==> config.mk <==
export PLATFORM = sky130hd
export DESIGN_NAME = blink_ctrl
export DESIGN_NICKNAME = d
export VERILOG_FILES = /design/src/rtl/blink_pkg.sv /design/src/rtl/blink_prescaler.sv /design/src/rtl/blink_ctrl.sv
export SDC_FILE = /design/constraint.sdc
export NUM_CORES = 1
export LEC_CHECK = 0
export CAP_MARGIN = 25
export CORE_UTILIZATION = 42
export CTS_CLUSTER_DIAMETER = 60
export DETAILED_ROUTE_END_ITERATION = 16
export PLACE_DENSITY = 0.64
export SLEW_MARGIN = 20
export SYNTH_ARGS = -nofsm -noshare
export SYNTH_HDL_FRONTEND = slang
export SYNTH_SLANG_ARGS = --single-unit
==> constraint.sdc <==
create_clock -name clk -period 2.35 [get_ports clk]
set_clock_uncertainty 0.1 [all_clocks]
set_input_delay 0.235 -clock clk [delete_from_list [all_inputs] [get_ports clk]]
set_output_delay 0.235 -clock clk [all_outputs]
set_load 0.01 [all_outputs]
==> src/rtl/blink_pkg.sv <==
// Shared mode encodings and FSM state type for the LED blink controller.
package blink_pkg;

    localparam logic [1:0] MODE_OFF   = 2'd0;
    localparam logic [1:0] MODE_SOLID = 2'd1;
    localparam logic [1:0] MODE_BLINK = 2'd2;
    localparam logic [1:0] MODE_BURST = 2'd3;

    typedef enum logic [1:0] {
        IDLE   = 2'd0,
        ON_PH  = 2'd1,
        OFF_PH = 2'd2
    } state_t;

endpackage

==> src/rtl/blink_prescaler.sv <==
// Divides the clock into one-cycle phase ticks, one every DIV enabled cycles.
// tick is decoded from the counter so it lines up with the DIV-th cycle after a clear.
module blink_prescaler #(
    parameter int DIV = 4
) (
    input  logic clk,
    input  logic clr_n,
    input  logic en,
    input  logic sync_clr,
    output logic tick
);

    localparam int PW = (DIV > 2) ? $clog2(DIV) : 1;

    logic [PW-1:0] pc;

    assign tick = en && (pc == PW'(DIV - 1));

    // Count enabled cycles, wrapping on tick; held at zero while disabled or cleared.
    always_ff @(posedge clk or negedge clr_n) begin
        if (!clr_n) begin
            pc <= '0;
        end else if (sync_clr || !en || tick) begin
            pc <= '0;
        end else begin
            pc <= pc + PW'(1);
        end
    end

endmodule

==> src/rtl/blink_ctrl.sv <==
// LED sequence controller: OFF / SOLID / BLINK / BURST with registered outputs.
// The FSM, phase counter and burst counter live here; the prescaler supplies ticks.
module blink_ctrl
    import blink_pkg::*;
#(
    parameter int DIV   = 4,
    parameter int CNT_W = 4
) (
    input  logic             clk,
    input  logic             clr_n,
    input  logic             start,
    input  logic             stop,
    input  logic [1:0]       mode,
    input  logic [CNT_W-1:0] half_period,
    input  logic [CNT_W-1:0] burst_len,
    output logic             led,
    output logic [CNT_W-1:0] cnt,
    output logic             busy,
    output logic             done
);

    state_t           state, state_nxt;
    logic [CNT_W-1:0] cnt_nxt;
    logic [CNT_W-1:0] bcnt, bcnt_nxt;
    logic [1:0]       mode_q;
    logic [CNT_W-1:0] hp_q;
    logic [CNT_W-1:0] bl_q;
    logic             done_nxt;
    logic             load;
    logic             presc_clr;
    logic             tick;

    blink_prescaler #(.DIV(DIV)) u_presc (
        .clk      (clk),
        .clr_n    (clr_n),
        .en       (busy),
        .sync_clr (presc_clr),
        .tick     (tick)
    );

    // Next-state, counter and done decode; stop always wins over start and ticks.
    always_comb begin
        state_nxt = state;
        cnt_nxt   = cnt;
        bcnt_nxt  = bcnt;
        done_nxt  = 1'b0;
        load      = 1'b0;
        presc_clr = 1'b0;
        case (state)
            IDLE: begin
                if (start && !stop) begin
                    load      = 1'b1;
                    presc_clr = 1'b1;
                    cnt_nxt   = '0;
                    bcnt_nxt  = '0;
                    case (mode)
                        // OFF spends a single busy cycle in OFF_PH so led stays low.
                        MODE_OFF:   state_nxt = OFF_PH;
                        MODE_BURST: begin
                            if (burst_len == '0) begin
                                done_nxt = 1'b1;
                            end else begin
                                state_nxt = ON_PH;
                            end
                        end
                        default:    state_nxt = ON_PH;
                    endcase
                end
            end
            ON_PH, OFF_PH: begin
                if (stop) begin
                    state_nxt = IDLE;
                    cnt_nxt   = '0;
                    bcnt_nxt  = '0;
                    presc_clr = 1'b1;
                end else if (mode_q == MODE_OFF) begin
                    state_nxt = IDLE;
                end else if (mode_q == MODE_SOLID) begin
                    state_nxt = ON_PH;
                end else if (tick) begin
                    if (cnt == hp_q - CNT_W'(1)) begin
                        cnt_nxt = '0;
                        if (state == ON_PH) begin
                            state_nxt = OFF_PH;
                        end else if (mode_q == MODE_BURST &&
                                     (bcnt + CNT_W'(1)) == bl_q) begin
                            // bcnt never exceeds bl_q-1, so the increment cannot wrap.
                            state_nxt = IDLE;
                            bcnt_nxt  = '0;
                            done_nxt  = 1'b1;
                        end else begin
                            state_nxt = ON_PH;
                            if (mode_q == MODE_BURST) begin
                                bcnt_nxt = bcnt + CNT_W'(1);
                            end
                        end
                    end else begin
                        cnt_nxt = cnt + CNT_W'(1);
                    end
                end
            end
            default: begin
                state_nxt = IDLE;
                cnt_nxt   = '0;
                bcnt_nxt  = '0;
            end
        endcase
    end

    // State, counters and outputs register together so led/busy track the state.
    always_ff @(posedge clk or negedge clr_n) begin
        if (!clr_n) begin
            state <= IDLE;
            cnt   <= '0;
            bcnt  <= '0;
            led   <= 1'b0;
            busy  <= 1'b0;
            done  <= 1'b0;
        end else begin
            state <= state_nxt;
            cnt   <= cnt_nxt;
            bcnt  <= bcnt_nxt;
            led   <= (state_nxt == ON_PH);
            busy  <= (state_nxt != IDLE);
            done  <= done_nxt;
        end
    end

    // Capture the sequence configuration when a start is accepted; half_period 0 acts as 1.
    always_ff @(posedge clk or negedge clr_n) begin
        if (!clr_n) begin
            mode_q <= MODE_OFF;
            hp_q   <= CNT_W'(1);
            bl_q   <= '0;
        end else if (load) begin
            mode_q <= mode;
            hp_q   <= (half_period == '0) ? CNT_W'(1) : half_period;
            bl_q   <= burst_len;
        end
    end

endmodule

==> reports/qor.csv, run 1 <==
metric,value,unit
run_status,completed,
route.detailed.drc,0,
synth_edf_count,0,
synth_top_area_cell,dfrtp_1,
syn_inst,148,
clkSinkCount,25,
synth_cell_types,38,
setup.worst_path.end_class,register,
num_antenna_cells,0,
startpoint_type,register,
nFillCells,281,
gr-total-overflow,0,
setup_tns,0,ns
setup-violations-final,0,
worstHoldPathType,in -> async,
core,3180,sq um
min_period_over_period,94.0,%
dp_hpwl,2120,microns
synth.area.top_cells,"dfrtp_1, ha_1, mux2_2",
h-tree-depth,1,
fin_util,56.2,%
async_reset_ff_share,100,%
critical_path_class,reg -> reg,
dp.cells,214,
worst_pin_slew,0.510,ns
cellPowerDensity,945,nW/um^2
wl_per_cell,12.5,microns
syn_to_final_growth,22.8,%
ios,21,
synth_area,1450,sq um
gr-usage-all-layers,17.5,%
place_congestion,0.814,
cts_buffers,3,
synth-seq-cells,25,
io_buffers,20,
drt_first_iter_violations,39,
p_leak,0.773,nW
die-area,3700,sq um
hold_viol,0,
cts.path.max_buffers,2,
register_area,627,sq um
multiInputGateArea,810,sq um
yosysTopAreaCellShare,41.3,%
grt_pass1_vias,1099,
max_freq,453,MHz
vdd_drop_max,401,uV
vias,1138,
antenna_found_initial,0,
start_util,45.7,%
grt_pass1_wl,4770,microns
seq_area_frac_synth,43.1,%
rows,20,
viasPerCell,5.20,
clockRootBuffer,clkbuf_4,
crit_arrival,2.36,ns
hold_buffers,0,
post-route-min-period,2.21,ns
cap_violations,0,
ys.flop_type,dfrtp_1,
die-height,60.8,microns
yosysWarnings,0,
synth_fp_nets,171,
ant_nets,0,
setup_slack,0.142,ns
drt_first_pass_iters,4,
die_x,60.8,microns
tritoncts,yes,
required,2.50,ns
clk_transition_reported_paths,0.13,ns
drt-total-wl,2750,microns
syn_area_per_cell,9.82,sq um
pre_cts_ws,0.0745,ns
slew_headroom,65.8,%
clk_latency,0.31,ns
slew_violations,0,
hold_slack,0.172,ns
grt_max_degree,26,
drive_gt1_share,14.9,%
crit_fanout,3,
fin_cells,219,
rsz0062_at_grt,false,
nets,199,
## per-stage QoR
step / area, sq um / total power, mW
global route: 1790 / 1.83
CTS: 1750 / 1.65
finish: 1790 / 1.69
floorplan: 1450 / 1.23
detailed placement: 1730 / 1.46
global placement: 1730 / 1.44
## logic make-up after synthesis
| logic type | share of synthesized area, % |
|---|---|
| compound gates | 13.0 |
| xor+xnor | 7.57 |
| fa+ha+maj | 7.75 |
| buf+inv | 2.84 |
| flops | 43.1 |
| mux | 6.11 |
| simple gates | 19.6 |
## report_power, final
| part | internal, mW | leakage [nW] | switching, mW |
|---|---|---|---|
| logic | 0.392 | 0.437 | 0.404 |
| clock network | 0.0663 | 0.0150 | 0.123 |
| registers | 0.574 | 0.321 | 0.129 |
## synthesized netlist by cell type (2+ instances only)
master    instances
nor2b_1           5
o211ai_1          2
xor2_1            4
ha_1              9
o22ai_1           2
o21ai_0          10
nand3_1           4
inv_1            10
nor2_1            6
o21ai_1           2
nand2b_1          3
xnor2_1           6
a21oi_1           8
nor3_2            3
mux2_2            7
nand2_1          21
nor3_1            2
dfrtp_1          24
## cell usage in the layout, fill, tap and decap left out, types with 2 or more instances in the layout
cell             Yosys  routed
a21oi_1              8       8
nor2b_1              5       5
buf_4                0       4
o211ai_1             2       2
o21ai_0             10      10
mux2_2               7       7
nor3_1               2       2
inv_1               10      10
xor2_1               4       3
nand2b_1             3       3
nand3_1              4       4
o22ai_1              2       2
nor3_4               0       2
nand2_1             21      21
xnor2_1              6       6
clkbuf_4             0       3
o21ai_2              1       2
nor2_1               6       6
dfrtp_1             24      24
clkdlybuf4s50_1      0      20
ha_1                 9       9
## per-layer routing
metal | up-vias | global-route usage [%] | share of wire (%)
met5 | - | 0 | 0
met4 | 0 | 7.14 | 1.6
met3 | 4 | 2.77 | 3.0
met2 | 19 | 30.1 | 46
met1 | 547 | 21.7 | 49
li1 | 568 | - | -
## worst paths after layout
path | from | endpoint | slack [ns] | cells after the start
setup / recovery | hp_q[0] | led | 0.14 | 8
hold / removal | clr_n | cnt[2] | 0.17 | 2
setup reg to reg | hp_q[0] | led | 0.14 | 8
hold reg to reg | u_presc.pc[0] | u_presc.pc[0] | 0.35 | 1
max in group asynchronous | clr_n | hp_q[0] | 1.69 | 2
min in group clk | u_presc.pc[0] | u_presc.pc[0] | 0.35 | 1
## area by class of cell
cell class / instances / share of cell area (%)
multi-input cells: 112 / 45.3
flip-flops and latches: 25 / 35.1
repair buffers: 24 / 12.9
well taps: 44 / 3.08
clock buffers: 4 / 1.47
inverters: 10 / 2.10
## state kept, by name (all words and copies together) (netlist names)
register,count
bcnt,4
bl_q,4
cnt,4
hp_q,4
mode_q,2
state,2
u_presc.pc,2
busy,1
done,1
led,1
## critical path: stages, from the launching register on
cell,delay [ns]
dfstp_2,0.55
inv_1,0.05
ha_1,0.32
xor2_2,0.15
nand3_2,0.14
or4_4,0.44
o22ai_2,0.13
o21ai_2,0.10
nor3b_2,0.17
## repair_timing
| item | CTS | global route |
|---|---|---|
| hold endpoints to repair | 0 | 0 |
| resized for setup | 0 | 4 |
| endpoints found under the setup margin | 0 | 5 |
| setup buffers | 0 | 1 |
Note: power is estimated with default switching activity, not from simulation.
==> inputs of run 2 (changes only) <==
--- a/config.mk
+++ b/config.mk
@@ -6,6 +6,7 @@
 export NUM_CORES = 1
 export LEC_CHECK = 0
 export CAP_MARGIN = 25
+export CORE_MARGIN = 3
 export CORE_UTILIZATION = 42
 export CTS_CLUSTER_DIAMETER = 60
 export DETAILED_ROUTE_END_ITERATION = 16
==> run 2 against run 1 <==
Global-route usage shrank 1.4 points. Cell count grew 0.46%. Combinational power is essentially flat. Clock-buffer cell count is the same. Register-to-register slack lost 0.03 ns. Non-clock buffer count grew 1. Via count grew 1.7%. Hold slack lost 0.013 ns. Clock power grew 6%. Sequential power shrank 1%. Setup slack lost 0.033 ns. Critical path type unchanged. Largest cell class unchanged.
==> reports/qor.csv, run 2 (synthesized netlist as in run 1, its figures left out) <==
metric,value,unit
vdd_drop_max,382,uV
clkSinkCount,25,
critical_path_class,reg -> reg,
register_area,627,sq um
antenna_found_initial,0,
worst_pin_slew,0.466,ns
clockRootBuffer,clkbuf_4,
cap_violations,0,
core,3180,sq um
drt-total-wl,2990,microns
multiInputGateArea,796,sq um
crit_arrival,2.40,ns
setup-violations-final,0,
slew_violations,0,
nFillCells,294,
tritoncts,yes,
io_buffers,20,
layout_common_cells,"dfrtp_1, nand2_1, clkdlybuf4s50_1",
startpoint_type,register,
wl_per_cell,13.6,microns
grt_max_degree,26,
ios,21,
gr-total-overflow,0,
cts.path.max_buffers,2,
h-tree-depth,1,
cellPowerDensity,950,nW/um^2
p_leak,0.775,nW
setup.worst_path.end_class,register,
start_util,45.7,%
route.detailed.drc,0,
max_freq,446,MHz
nets,200,
required,2.51,ns
crit_fanout,3,
slew_headroom,68.7,%
vias,1157,
die-area,4200,sq um
dp_hpwl,2330,microns
syn_to_final_growth,22.4,%
power,1.69,mW
drive_gt1_share,14.8,%
rows,20,
cts_buffers,3,
hold_slack,0.160,ns
viasPerCell,5.26,
clk_transition_reported_paths,0.14,ns
grt_pass1_vias,1210,
worstHoldPathType,in -> async,
run_status,completed,
place_congestion,0.839,
gr-usage-all-layers,16.0,%
final_common_cell,dfrtp_1,
clk_latency,0.32,ns
hold_buffers,0,
num_antenna_cells,0,
die_x,64.8,microns
post-route-min-period,2.24,ns
die-height,64.8,microns
drt_first_pass_iters,4,
hold_viol,0,
ant_nets,0,
grt_pass1_wl,5300,microns
min_period_over_period,95.4,%
drt_first_iter_violations,24,
[run 2: per-stage QoR]
| step | TNS [ns] | area (sq um) | util, % | setup WS (ns) | instances |
|---|---|---|---|---|---|
| after global placement | 0 | 1740 | 54.6 | 0.183 | 215 |
| after CTS | 0 | 1760 | 55.4 | 0.0160 | 219 |
| after detailed placement | 0 | 1740 | 54.6 | 0.0380 | 215 |
| after global routing | -0.00235 | 1780 | 56.0 | -0.00235 | 220 |
| after floorplan | 0 | 1450 | - | 0.276 | 148 |
| final | 0 | 1780 | 56.0 | 0.108 | 220 |
[run 2: layout make-up]
type,instances,area share (%)
clock buffers,4,1.48
inverters,10,2.11
multi-input cells,112,44.7
flip-flops and latches,25,35.2
well taps,44,3.09
repair buffers,25,13.4
[run 2: path summary, 6_finish.rpt]
check	endpoint	cells after the start	start	slack, ns
max in group asynchronous	hp_q[0]	2	clr_n	1.69
worst max register to register	led	8	hp_q[0]	0.11
min in group clk	u_presc.pc[0]	1	u_presc.pc[0]	0.35
worst min-delay path	bcnt[3]	2	clr_n	0.16
worst max-delay path	led	8	hp_q[0]	0.11
worst min register to register	u_presc.pc[0]	1	u_presc.pc[0]	0.35
[run 2: power by group]
group          total (mW)  internal, mW  switching (mW)
clock               0.200        0.0666           0.133
combinational       0.795         0.394           0.400
sequential          0.695         0.574           0.121
total                1.69          1.03           0.655
[run 2: critical path: stages, from the launching register on]
cell and delay, ns:
dfstp_2 0.56, inv_1 0.05, ha_1 0.21, xnor3_1 0.31, nand3_2 0.12, or4_4 0.44, o22ai_2 0.13, o21ai_2 0.09
nor3b_2 0.16
[run 2: per-layer routing]
metal / GRT usage, % / share of wire, % / up-vias / wire (microns)
met5: 0 / 0 / - / 0
met4: 5.54 / 1.5 / 0 / 44
met3: 3.47 / 3.9 / 5 / 116
met2: 26.7 / 47 / 23 / 1410
met1: 20.4 / 47 / 559 / 1420
li1: - / - / 570 / -
[run 2: timing repair]
| action | in CTS | in global routing |
|---|---|---|
| resized for setup | 0 | 2 |
| buffers inserted | 0 | 1 |
| endpoints found under the setup margin | 0 | 5 |
